File: src/rtl/par2serial_sym_gen.sv
// par2serial_sym_gen: bit-rate parallel-to-serial lane generator.
// Sends an IDLE alignment preamble, then payload words or filler symbols.
module par2serial_sym_gen #(
    parameter int unsigned       WIDTH      = 8,
    parameter logic [WIDTH-1:0]  SYM_IDLE   = 'hBC,
    parameter logic [WIDTH-1:0]  SYM_ACTIVE = 'h7C,
    parameter int unsigned       SYNC_WORDS = 4,
    parameter bit                LSB_FIRST  = 1'b0
) (
    input  logic             clk_32f,
    input  logic             reset,
    input  logic             active,
    input  logic [WIDTH-1:0] data_in,
    input  logic             valid_in,
    output logic             data_out,
    output logic             bit_sync,
    output logic             word_taken,
    output logic             sync_done
);

    localparam int unsigned CW = $clog2(WIDTH);
    localparam int unsigned PW = $clog2(SYNC_WORDS + 1);
    localparam logic [CW-1:0] LAST     = CW'(WIDTH - 1);
    localparam logic [PW-1:0] PRE_LAST = PW'(SYNC_WORDS - 1);

    typedef enum logic {
        INIT,
        OPER
    } state_t;

    state_t           state;
    logic [CW-1:0]    cnt;
    logic [PW-1:0]    pre_cnt;
    logic [WIDTH-1:0] shreg;

    logic [WIDTH-1:0] word;
    logic             take;
    logic             boundary;
    logic             first_bit;
    logic             next_bit;
    logic [WIDTH-1:0] rest;
    logic [WIDTH-1:0] shifted;

    always_comb begin
        word = SYM_IDLE;
        take = 1'b0;
        if (state == OPER && active) begin
            if (valid_in) begin
                word = data_in;
                take = 1'b1;
            end else begin
                word = SYM_ACTIVE;
            end
        end
    end

    assign boundary  = (cnt == LAST);
    assign first_bit = LSB_FIRST ? word[0] : word[WIDTH-1];
    assign rest      = LSB_FIRST ? (word >> 1) : (word << 1);
    assign next_bit  = LSB_FIRST ? shreg[0] : shreg[WIDTH-1];
    assign shifted   = LSB_FIRST ? (shreg >> 1) : (shreg << 1);

    // cnt resets to LAST so the first edge after release starts a word
    always_ff @(posedge clk_32f or negedge reset) begin
        if (!reset) begin
            state      <= INIT;
            cnt        <= LAST;
            pre_cnt    <= '0;
            shreg      <= '0;
            data_out   <= 1'b0;
            bit_sync   <= 1'b0;
            word_taken <= 1'b0;
            sync_done  <= 1'b0;
        end else if (boundary) begin
            data_out   <= first_bit;
            shreg      <= rest;
            cnt        <= '0;
            bit_sync   <= 1'b1;
            word_taken <= take;
            if (state == INIT) begin
                pre_cnt <= pre_cnt + PW'(1);
                if (pre_cnt == PRE_LAST) begin
                    state     <= OPER;
                    sync_done <= 1'b1;
                end
            end
        end else begin
            data_out   <= next_bit;
            shreg      <= shifted;
            cnt        <= cnt + CW'(1);
            bit_sync   <= 1'b0;
            word_taken <= 1'b0;
        end
    end

endmodule

File: config.mk
export PLATFORM = sky130hd
export DESIGN_NAME = par2serial_sym_gen
export DESIGN_NICKNAME = d
export VERILOG_FILES = /design/src/rtl/par2serial_sym_gen.sv
export SDC_FILE = /design/constraint.sdc
export NUM_CORES = 1
export LEC_CHECK = 0
export CORE_AREA = 2 2 47 49
export CTS_CLUSTER_DIAMETER = 50
export DETAILED_ROUTE_END_ITERATION = 8
export DIE_AREA = 0 0 49 51
export PLACE_DENSITY_LB_ADDON = 0.1
export SLEW_MARGIN = 20
export SYNTH_ARGS = -nofsm -noshare
export SYNTH_HDL_FRONTEND = slang
export SYNTH_SLANG_ARGS = --single-unit
export TNS_END_PERCENT = 20
File: constraint.sdc
create_clock -name clk_32f -period 1.8 [get_ports clk_32f]
set_input_delay 0.18 -clock clk_32f [delete_from_list [all_inputs] [get_ports clk_32f]]
set_output_delay 0.18 -clock clk_32f [all_outputs]
set_load 0.01 [all_outputs]
==> results of run 1 <==
[cells by family (layout without fill, tap and decap cells)]
| family | Yosys count | in the layout | share of synthesized area [%] |
|---|---|---|---|
| xor gates and xnor gates | 1 | 1 | 1.20 |
| and+or+nand+nor | 15 | 15 | 10.5 |
| AOI/OAI and AO/OA | 9 | 9 | 9.28 |
| DFF | 18 | 18 | 62.4 |
| adders and majority gates | 5 | 5 | 8.59 |
| muxes | 2 | 2 | 2.92 |
| buffers and inverters | 7 | 26 | 5.16 |
[layout make-up]
cell class | count | area, um2 | area share [%]
clock buffer | 4 | 36.3 | 3.84
inverter | 5 | 18.8 | 1.98
multi-input combinational | 32 | 236 | 25.0
sequential | 18 | 454 | 48.0
tap | 28 | 35.0 | 3.70
timing repair buffer | 17 | 165 | 17.5
[cells in the mapped netlist (2+ instances only)]
| library cell | instances |
|---|---|
| dfrtp_1 | 15 |
| inv_1 | 5 |
| nor2b_1 | 3 |
| nand2b_1 | 2 |
| dfstp_2 | 3 |
| a31oi_1 | 4 |
| nor2_1 | 6 |
| a21o_1 | 2 |
| ha_1 | 5 |
| and3_1 | 2 |
[state kept, by name, summed over array words and instances (netlist names)]
signal      cells
data_out        1
word_taken      1
shreg           7
cnt             3
state           1
sync_done       1
pre_cnt         3
bit_sync        1
[final timing paths]
path / from / end / slack, ns / depth (start not counted)
max: cnt[0] / pre_cnt[1] / 0.21 / 4
min: reset / data_out / 0.15 / 1
max reg2reg: cnt[0] / pre_cnt[1] / 0.21 / 4
min reg2reg: sync_done / sync_done / 0.49 / 1
max in group asynchronous: reset / state / 1.18 / 2
min in group clk_32f: data_in[2] / shreg[3] / 0.44 / 3
[layer usage]
layer | vias to the layer above | global-route usage [%] | routed length, um
met1 | 230 | 14.1 | 572
met4 | 0 | 2.86 | 10
met3 | 2 | 5.56 | 55
met2 | 9 | 18.7 | 598
li1 | 230 | - | -
met5 | - | 0 | 0
[report_power, final]
part           switching, W  total (W)  internal (W)
registers        0.00000175   0.000413      0.000411
logic             0.0000193  0.0000490     0.0000296
clock network      0.000124   0.000247      0.000123
[critical path: cells and delay by family, from the launching register on]
kind                       cells  cell delay, ns
DFF                            1            0.54
and+or+nand+nor                1            0.20
muxes                          1            0.35
adders and majority gates      2            0.39
[per-stage QoR]
step	power (W)	util (%)	setup slack, ns
floorplan	0.000433	-	0.316
global placement	0.000470	44.1	0.261
detailed placement	0.000471	44.1	0.215
CTS	0.000721	45.8	0.200
global route	0.000739	45.8	0.123
finish	0.000709	45.8	0.214
==> flow_metrics.py, run 1 <==
metrics = {
    "timing": {
        "fin_tns_setup_ns": 0,
        "finalSetupViolations": 0,
        "relSlewSlack_pct": 76.8,
        "max_freq_mhz": 630,
        "layout_min_cycle_time_ns": 1.59,
        "rsz0062_at_grt": "false",
        "tightestPinTransition_ns": 0.347,
        "hold_violations": 0,
        "fin_skew_ns": 0.00376,
        "timing.hold.ws_ns": 0.146,
        "timing.final.max_slew_violations": 0,
        "finalCritPeriodShare_pct": 88.1,
    },
    "routing": {
        "ant_nets": 0,
        "vias_per_cell": 4.53,
        "wl_per_cell_um": 11.9,
        "route.vias.total": 471,
        "drtPass1Iterations": 5,
        "drc_errors": 0,
        "routed_wl_um": 1240,
        "drt-initial-drc-count": 2,
    },
    "cts": {
        "cts-htree-levels": 1,
        "cts_resized": 0,
        "clock_path_buffers": 2,
        "cts_tree": "done",
        "clk_latency_ns": 0.29,
        "postCtsSetupBuffers": 0,
        "clk_pin_slew_worst_paths_ns": 0.10,
        "cts_sinks": 18,
        "cts_made_buffers": 3,
        "clock-root-buffer": "clkbuf_4",
        "holdBufCountCts": 0,
    },
    "floorplanning": {
        "die_h_um": 51,
        "num_rows": 17,
        "dieArea_um2": 2500,
        "initial_core_util_pct": 35.3,
        "core_um2": 2060,
        "die_width_um": 49,
        "io_pins": 16,
    },
    "setup_path": {
        "cp.required_ns": 1.98,
        "crit_chain": "ha_1, ha_1, nor2b_1, mux2_2",
        "worstSetupEndpointType": "register",
        "slowest_delay_ns": 0.54,
        "crit_top_cell": "ha_1",
        "cp_slowest_cell": "dfstp_2",
        "cp_max_fo": 5,
        "startpoint_type": "register",
        "critPathArrivalTime_ns": 1.77,
        "path_class": "register to register",
    },
    "layout": {
        "finalNetCount": 94,
        "design_area_um2": 946,
        "drive_gt1_share_pct": 13.2,
        "final_cell_mix": "dfrtp_1, clkdlybuf4s50_1, nor2_1, inv_1, ha_1",
        "stdcell_count": 104,
        "syn2layout_area_growth_pct": 29.9,
        "num_antenna_cells": 0,
        "n_fill_cell": 202,
    },
    "logic_synthesis": {
        "ys_seq_area_share_pct": 62.4,
        "synth_flop_cell": "dfrtp_1",
        "synth_edf_count": 0,
        "synth_area_leaders": "dfrtp_1, dfstp_2, ha_1",
        "netlist_instances": 57,
        "synthesis.nets": 74,
        "synth_top_cell_area_share_pct": 51.5,
        "ys_seq_elements": 18,
        "ys_warn_count": 0,
        "syn_area_per_cell_um2": 12.8,
        "syn-cell-area_um2": 728,
        "yosys.area.top_type": "dfrtp_1",
        "synthArstFlopShare_pct": 100,
        "synthDistinctLibCells": 20,
    },
    "grt": {
        "grt_pass1_wl_um": 2130,
        "track_usage_pct": 11.6,
        "grt_pass1_vias": 485,
        "antenna_found_initial": 0,
        "grt_max_degree": 12,
        "overflow": 0,
    },
    "place": {
        "postPlaceCellArea_um2": 910,
        "hpwl_um": 942,
        "place_congestion": 0.662,
        "dp.cells": 100,
        "port_buffers": 15,
    },
    "power": {
        "p_leak_nw": 0.459,
        "ir_drop_mv": 0.514,
        "p_per_area_nw_per_um2": 749,
    },
    "run_status": {
        "outcome": "completed",
    },
    "flow_run": {
        "maxCapViolations": 0,
    },
    "min_path": {
        "hold_path_class": "primary input to asynchronous set/reset pin",
    },
}
Note: power is estimated with default switching activity, not from simulation.
==> run 2: changes to the inputs <==
- ABC_CLOCK_PERIOD_IN_PS: default -> 1800
- HOLD_SLACK_MARGIN: default -> 0.1
==> results of run 2 <==
The final DEF is identical to that of run 1; final timing and power are the same.
